==> src/rtl/uart_pkg.sv <==
// Shared types and constants for the APB UART transmitter.
// The parity stage is only reachable when APB_UART_PARITY_EN is defined.
package uart_pkg;

    // Frame sequencer states
    typedef enum logic [2:0] {
        IDLE   = 3'd0,
        START  = 3'd1,
        DATA   = 3'd2,
        PARITY = 3'd3,
        STOP   = 3'd4
    } uart_state_e;

    // Register indices, decoded from PADDR[3:2]
    localparam logic [1:0] CTRL   = 2'd0;
    localparam logic [1:0] STATUS = 2'd1;
    localparam logic [1:0] TXDATA = 2'd2;
    localparam logic [1:0] BAUD   = 2'd3;

    // STATUS bit positions
    localparam int ST_FULL   = 0;
    localparam int ST_EMPTY  = 1;
    localparam int ST_BUSY   = 2;
    localparam int ST_OVF    = 3;
    localparam int ST_CNT_LO = 4;
    localparam int ST_CNT_HI = 7;

endpackage

==> src/rtl/uart_tx_fifo.sv <==
// Small synchronous byte FIFO for the UART transmitter.
// A push into a full FIFO is accepted only when a pop happens in the same
// cycle; otherwise the caller is expected to drop the byte.
module uart_tx_fifo #(
    parameter int FIFO_DEPTH = 4,
    localparam int AW = $clog2(FIFO_DEPTH),
    localparam int CW = AW + 1
) (
    input  logic          clk,
    input  logic          rst,
    input  logic          push,
    input  logic          pop,
    input  logic [7:0]    din,
    output logic [7:0]    dout,
    output logic          full,
    output logic          empty,
    output logic [CW-1:0] count
);

    logic [7:0]    mem [FIFO_DEPTH];
    logic [AW-1:0] wr_ptr_reg;
    logic [AW-1:0] rd_ptr_reg;
    logic [CW-1:0] count_reg;
    logic          do_push;
    logic          do_pop;

    assign full    = (count_reg == CW'(FIFO_DEPTH));
    assign empty   = (count_reg == '0);
    assign count   = count_reg;
    assign do_pop  = pop && !empty;
    assign do_push = push && (!full || do_pop);
    assign dout    = mem[rd_ptr_reg];

    // Storage write; no reset so it maps onto plain RAM
    always_ff @(posedge clk) begin
        if (do_push) begin
            mem[wr_ptr_reg] <= din;
        end
    end

    // Pointers wrap naturally because the depth is a power of two
    always_ff @(posedge clk or posedge rst) begin
        if (rst) begin
            wr_ptr_reg <= '0;
            rd_ptr_reg <= '0;
            count_reg  <= '0;
        end else begin
            if (do_push) begin
                wr_ptr_reg <= wr_ptr_reg + 1'b1;
            end
            if (do_pop) begin
                rd_ptr_reg <= rd_ptr_reg + 1'b1;
            end
            case ({do_push, do_pop})
                2'b10:   count_reg <= count_reg + 1'b1;
                2'b01:   count_reg <= count_reg - 1'b1;
                default: count_reg <= count_reg;
            endcase
        end
    end

endmodule

==> src/rtl/apb_uart_tx.sv <==
// APB completer wrapping an 8N1 UART transmitter with a small TX FIFO.
// Zero-wait-state: PREADY follows PSEL&PENABLE, PRDATA is combinational.
// Optional odd/even parity bit is built in when APB_UART_PARITY_EN is defined.
module apb_uart_tx
    import uart_pkg::*;
#(
    parameter int FIFO_DEPTH = 4,
    parameter int DIV_RESET  = 867
) (
    input  logic        PCLK,
    input  logic        PRESET,
    input  logic [31:0] PADDR,
    input  logic        PWRITE,
    input  logic        PENABLE,
    input  logic [31:0] PWDATA,
    input  logic        PSEL,
    output logic [31:0] PRDATA,
    output logic        PREADY,
    output logic        tx
);

    localparam int CW = $clog2(FIFO_DEPTH) + 1;

    logic          access;
    logic          wr_en;
    logic [1:0]    reg_idx;

    logic          ctrl_en_reg;
`ifdef APB_UART_PARITY_EN
    logic          ctrl_pen_reg;
    logic          ctrl_odd_reg;
    logic          parity_reg;
`endif
    logic [15:0]   baud_div_reg;
    logic          overflow_reg;

    uart_state_e   state_reg;
    logic          tx_reg;
    logic [7:0]    shift_reg;
    logic [2:0]    bit_cnt_reg;
    logic [15:0]   baud_cnt_reg;

    logic          push;
    logic          pop;
    logic [7:0]    fifo_dout;
    logic          fifo_full;
    logic          fifo_empty;
    logic [CW-1:0] fifo_count;
    logic          busy;
    logic [2:0]    ctrl_rd;
    logic          unused_ok;

    assign access  = PSEL && PENABLE;
    assign wr_en   = access && PWRITE;
    assign reg_idx = PADDR[3:2];
    assign PREADY  = access;
    assign tx      = tx_reg;
    assign busy    = (state_reg != IDLE);

    assign push = wr_en && (reg_idx == TXDATA);
    assign pop  = (state_reg == IDLE) && ctrl_en_reg && !fifo_empty;

`ifdef APB_UART_PARITY_EN
    assign ctrl_rd = {ctrl_odd_reg, ctrl_pen_reg, ctrl_en_reg};
`else
    assign ctrl_rd = {2'b00, ctrl_en_reg};
`endif

    // Address/data bits the register map never looks at
    assign unused_ok = ^{PADDR[31:4], PADDR[1:0], PWDATA[31:16], fifo_count};

    uart_tx_fifo #(
        .FIFO_DEPTH(FIFO_DEPTH)
    ) u_fifo (
        .clk   (PCLK),
        .rst   (PRESET),
        .push  (push),
        .pop   (pop),
        .din   (PWDATA[7:0]),
        .dout  (fifo_dout),
        .full  (fifo_full),
        .empty (fifo_empty),
        .count (fifo_count)
    );

    // Read mux: decoded register while in the access phase, zero otherwise
    always_comb begin
        PRDATA = '0;
        if (access) begin
            case (reg_idx)
                CTRL:   PRDATA[2:0] = ctrl_rd;
                STATUS: begin
                    PRDATA[ST_FULL]             = fifo_full;
                    PRDATA[ST_EMPTY]            = fifo_empty;
                    PRDATA[ST_BUSY]             = busy;
                    PRDATA[ST_OVF]              = overflow_reg;
                    PRDATA[ST_CNT_HI:ST_CNT_LO] = 4'(fifo_count);
                end
                BAUD:   PRDATA[15:0] = baud_div_reg;
                default: PRDATA = '0;
            endcase
        end
    end

    // Control registers and the sticky overflow flag
    always_ff @(posedge PCLK or posedge PRESET) begin
        if (PRESET) begin
            ctrl_en_reg  <= 1'b0;
`ifdef APB_UART_PARITY_EN
            ctrl_pen_reg <= 1'b0;
            ctrl_odd_reg <= 1'b0;
`endif
            baud_div_reg <= 16'(DIV_RESET);
            overflow_reg <= 1'b0;
        end else begin
            if (wr_en && reg_idx == CTRL) begin
                ctrl_en_reg  <= PWDATA[0];
`ifdef APB_UART_PARITY_EN
                ctrl_pen_reg <= PWDATA[1];
                ctrl_odd_reg <= PWDATA[2];
`endif
            end
            if (wr_en && reg_idx == BAUD) begin
                baud_div_reg <= PWDATA[15:0];
            end
            // A pop in the same cycle frees a slot, so only a true overrun sets the flag
            if (push && fifo_full && !pop) begin
                overflow_reg <= 1'b1;
            end else if (wr_en && reg_idx == STATUS && PWDATA[ST_OVF]) begin
                overflow_reg <= 1'b0;
            end
        end
    end

    // Frame sequencer with baud counter; the counter reloads from the live divider at each bit boundary
    always_ff @(posedge PCLK or posedge PRESET) begin
        if (PRESET) begin
            state_reg    <= IDLE;
            tx_reg       <= 1'b1;
            shift_reg    <= '0;
            bit_cnt_reg  <= '0;
            baud_cnt_reg <= '0;
`ifdef APB_UART_PARITY_EN
            parity_reg   <= 1'b0;
`endif
        end else begin
            case (state_reg)
                IDLE: begin
                    tx_reg <= 1'b1;
                    if (pop) begin
                        state_reg    <= START;
                        tx_reg       <= 1'b0;
                        shift_reg    <= fifo_dout;
                        baud_cnt_reg <= baud_div_reg;
`ifdef APB_UART_PARITY_EN
                        parity_reg   <= ^fifo_dout;
`endif
                    end
                end
                START: begin
                    if (baud_cnt_reg == '0) begin
                        state_reg    <= DATA;
                        tx_reg       <= shift_reg[0];
                        shift_reg    <= {1'b0, shift_reg[7:1]};
                        bit_cnt_reg  <= '0;
                        baud_cnt_reg <= baud_div_reg;
                    end else begin
                        baud_cnt_reg <= baud_cnt_reg - 16'd1;
                    end
                end
                DATA: begin
                    if (baud_cnt_reg == '0) begin
                        baud_cnt_reg <= baud_div_reg;
                        if (bit_cnt_reg == 3'd7) begin
`ifdef APB_UART_PARITY_EN
                            if (ctrl_pen_reg) begin
                                state_reg <= PARITY;
                                tx_reg    <= parity_reg ^ ctrl_odd_reg;
                            end else begin
                                state_reg <= STOP;
                                tx_reg    <= 1'b1;
                            end
`else
                            state_reg <= STOP;
                            tx_reg    <= 1'b1;
`endif
                        end else begin
                            tx_reg      <= shift_reg[0];
                            shift_reg   <= {1'b0, shift_reg[7:1]};
                            bit_cnt_reg <= bit_cnt_reg + 3'd1;
                        end
                    end else begin
                        baud_cnt_reg <= baud_cnt_reg - 16'd1;
                    end
                end
                PARITY: begin
                    if (baud_cnt_reg == '0) begin
                        state_reg    <= STOP;
                        tx_reg       <= 1'b1;
                        baud_cnt_reg <= baud_div_reg;
                    end else begin
                        baud_cnt_reg <= baud_cnt_reg - 16'd1;
                    end
                end
                STOP: begin
                    tx_reg <= 1'b1;
                    if (baud_cnt_reg == '0) begin
                        state_reg <= IDLE;
                    end else begin
                        baud_cnt_reg <= baud_cnt_reg - 16'd1;
                    end
                end
                default: begin
                    state_reg <= IDLE;
                    tx_reg    <= 1'b1;
                end
            endcase
        end
    end

endmodule

==> config.mk <==
export PLATFORM = sky130hd
export DESIGN_NAME = apb_uart_tx
export DESIGN_NICKNAME = d
export VERILOG_FILES = /design/src/rtl/uart_pkg.sv /design/src/rtl/uart_tx_fifo.sv /design/src/rtl/apb_uart_tx.sv
export SDC_FILE = /design/constraint.sdc
export NUM_CORES = 1
export LEC_CHECK = 0
export CORE_UTILIZATION = 50
export DETAILED_ROUTE_END_ITERATION = 12
export PLACE_DENSITY = 0.79
export SYNTH_ARGS = -nofsm -noshare
export SYNTH_HDL_FRONTEND = slang
export SYNTH_SLANG_ARGS = --single-unit
==> constraint.sdc <==
create_clock -name PCLK -period 3.15 [get_ports PCLK]
set_input_delay 0.315 -clock PCLK [delete_from_list [all_inputs] [get_ports PCLK]]
set_output_delay 0.315 -clock PCLK [all_outputs]
set_load 0.05 [all_outputs]
==> summary.txt <==
GRT
  – Grt total ovfl: 0
  – Global-route wire length before repair: 15300 um
  – Global-route usage over all layers: 0.201
  – Antenna violations before repair: 0
  – Pin count of the biggest net entering global routing: 21
  – Vias in the first global route: 3063

Floorplanning
  – Die W: 98.5 um
  – Die Span Y: 98.5 um
  – Core footprint: 8890 um^2
  – Die area: 9710 um^2
  – I/O pins: 103
  – Initial Util: 0.524
  – Row cnt: 34

Final layout
  – Layout cells sized above 1: 0.200
  – Max reg flops: 32
  – Sequential cell area: 2370 um^2
  – # diodes: 0
  – Fillers: 692
  – Finished Cell Area: 5310 um^2
  – Area of the multi-input gates: 2090 um^2
  – Final-stage net count: 508
  – Final core utilization: 0.597
  – Cell Count, Final, Fillers Out: 542
  – Area grow syn2layout: 13.9%

Clock tree
  – Hold Buf Count CTS: 0
  – Clock insertion delay at the later pin of the skew report: 370 ps
  – Clk slew on worst S/H paths: 100 ps
  – Clock tree buffer depth: 2
  – CTS tree: done
  – H-tree depth: 3
  – Root buf cell: clkbuf_8
  – Resized cells post-CTS: 0
  – Post-CTS setup repair buffer count: 0
  – Num CTS Buffers: 9
  – Clk sinks: 88

Routing
  – Via count: 3084
  – Antenna Nets Post-Route: 0
  – Initial detailed-routing violation count: 271
  – Pre-antenna DRT Iters: 8
  – Detailed Route WL: 8960 um
  – Drt drc: 5
  – Vias/cell: 5.69
  – DR WL/cell: 16.5 um

Critical path
  – Crit Path Category: flop to output port
  – CP arrival: 2470 ps
  – Worst-path maximum fanout: 11
  – Worst setup SP type: flop
  – Critical path endpoint category: output port
  – Reg2Reg Setup Slack: 410 ps
  – Worst Path Required: 2830 ps
  – Critical R2R Launch: baud_cnt_reg[0]$_DFFE_PP0P_
  – R2r endpoint: baud_cnt_reg[9]$_DFFE_PP0P_
  – Worst Reg-to-Reg Cells: 7

Timing
  – WHS: 244 ps
  – Slew margin rel.: 0.375
  – Slew Viols, Final: 0
  – Setup_tns: 0 ps
  – Final worst slack: 366 ps
  – Tcrit/Tclk final: 0.884
  – Clock skew: 11.9 ps
  – Final setup violating endpoints: 0
  – Unrepaired setup endpoints after global routing: no
  – Actual slew at the worst max-slew pin: 931 ps
  – Min Clock Period, post-route: 2780 ps
  – Fmax: 359 MHz
  – Endpoints failing hold: 0

Power and ir drop
  – Max VDD drop: 0.000455 V
  – Leak Pwr: 2.26 nW
  – Power per Cell Area: 720 nW/um^2
  – Overall Power: 3.82 mW

Synth
  – Largest cells by area after synthesis: dfrtp_1, edfxtp_1, mux2_2, dfstp_2, mux4_2
  – Register area share after synthesis: 0.509
  – Syn Area/Cell: 12.0 um^2
  – Post-synthesis cell type count: 61
  – Post-synthesis mux area share: 0.165
  – Netlist Area Pre-Place: 4660 um^2
  – Post-Synth Adder-Cell Area: 0.0285
  – Largest family of logic cells by synthesized area: multiplexers
  – Xor and xnor area share after synthesis: 0.0132
  – Post-synth ARST share: 0.636
  – Post-Synthesis Cells: 388
  – Compound-gate portion of the synthesized area: 0.0918
  – Ys Warns: 0
  – FF+latch count, synth: 88
  – Synth Area in Simple Gates: 0.138
  – Cell taking the most area after synthesis: dfrtp_1
  – Main flop type after synthesis: dfrtp_1
  – Post-synth EDFFs: 32
  – Top-area cell type share of the netlist area: 0.263

Placement
  – Buffers added on ports: 40
  – Post-DP HPWL: 6390 um
  – RD Place Congestion: 0.821
  – Post-place instance area: 5110 um^2
  – Pre-CTS setup slack: 456 ps
  – Dpl cells: 526

Hold path
  – HP Class: input pin to async pin

Flow run
  – Number of max-cap violations: 0

Outcome
  – Status: finished, violations left
  – Failing checks: design-rule violations
## where the power goes
part           leakage, nW  internal, mW  switching (mW)
clock                0.102         0.329           0.444
sequential           0.967          1.47           0.332
combinational         1.19         0.636           0.615
total                 2.26          2.43            1.39
## worst max-delay path, stage by stage, from the launching register on
cell and delay [ps]:
dfrtp_1 510, or2_2 410, nor2_1 180, nor2_1 60, a21oi_1 190, nor2_1 70, clkdlybuf4s50_1 700
## worst max-delay path by stage
stage / start / endpoint / slack [ps] / cells past startpoint
after floorplan: state_reg[0]$_DFFE_PP0P_ / u_fifo.count[2]$_DFFE_PP0P_ / 750 / 12
after global placement: PADDR[3] / u_fifo.count[2]$_DFFE_PP0P_ / 520 / 11
after detailed placement: state_reg[1]$_DFFE_PP0P_ / u_fifo.count[1]$_DFFE_PP0P_ / 460 / 9
after CTS: state_reg[1]$_DFFE_PP0P_ / PRDATA[2] / 360 / 6
after global routing: state_reg[1]$_DFFE_PP0P_ / PRDATA[2] / 270 / 6
final: state_reg[1]$_DFFE_PP0P_ / PRDATA[2] / 370 / 6
## synthesized netlist by cell type, drive strengths merged (9+ instances only)
master  instances
nand2          25
buf            23
mux2i          17
clkbuf         10
nand3          12
and3           14
edfxtp         32
inv            15
mux2           34
dfrtp          49
a21oi          13
o21ai          16
ha              9
nor2           33
## metal layers
metal	track usage	vias to the layer above	routed length [um]
met5	0	-	0
met4	0.0620	0	122
met3	0.0326	12	510
met2	0.324	104	4290
met1	0.281	1499	4040
li1	-	1469	-
## cell type report
cell class / count / share of cell area
Sequential cell: 88 / 0.447
Multi-Input combinational cell: 267 / 0.394
Timing Repair Buffer: 48 / 0.0867
Clock buffer: 10 / 0.0259
Tap cell: 108 / 0.0255
Clock inverter: 6 / 0.0108
Inverter: 15 / 0.0106
## cell families (layout without fill, tap and decap cells)
kind of cell	count (synthesis)	after routing
and+or+nand+nor	116	116
AOI/OAI and AO/OA	59	59
buffers and inverters	48	79
muxes	59	59
adders and majority gates	10	10
other	1	16
DFF	88	88
xor gates and xnor gates	7	7
## layout by cell type (no fill, tap or decap), types with 4 or more instances in the layout
cell type / n
conb_1: 16
dfstp_2: 7
o21ai_0: 10
mux2_4: 9
and2_1: 5
mux4_2: 8
inv_1: 14
dfrtp_1: 49
o2bb2a_1: 4
buf_4: 8
nand3_1: 12
xnor2_1: 4
nor2_1: 32
mux2_2: 24
a21oi_1: 12
o21ai_1: 6
clkbuf_8: 10
mux2i_1: 17
nor3_1: 6
nand2_1: 25
a21o_1: 4
clkdlybuf4s50_1: 40
ha_1: 9
edfxtp_1: 32
o22ai_1: 4
and3_1: 14
(Power assumes the default switching activity.)
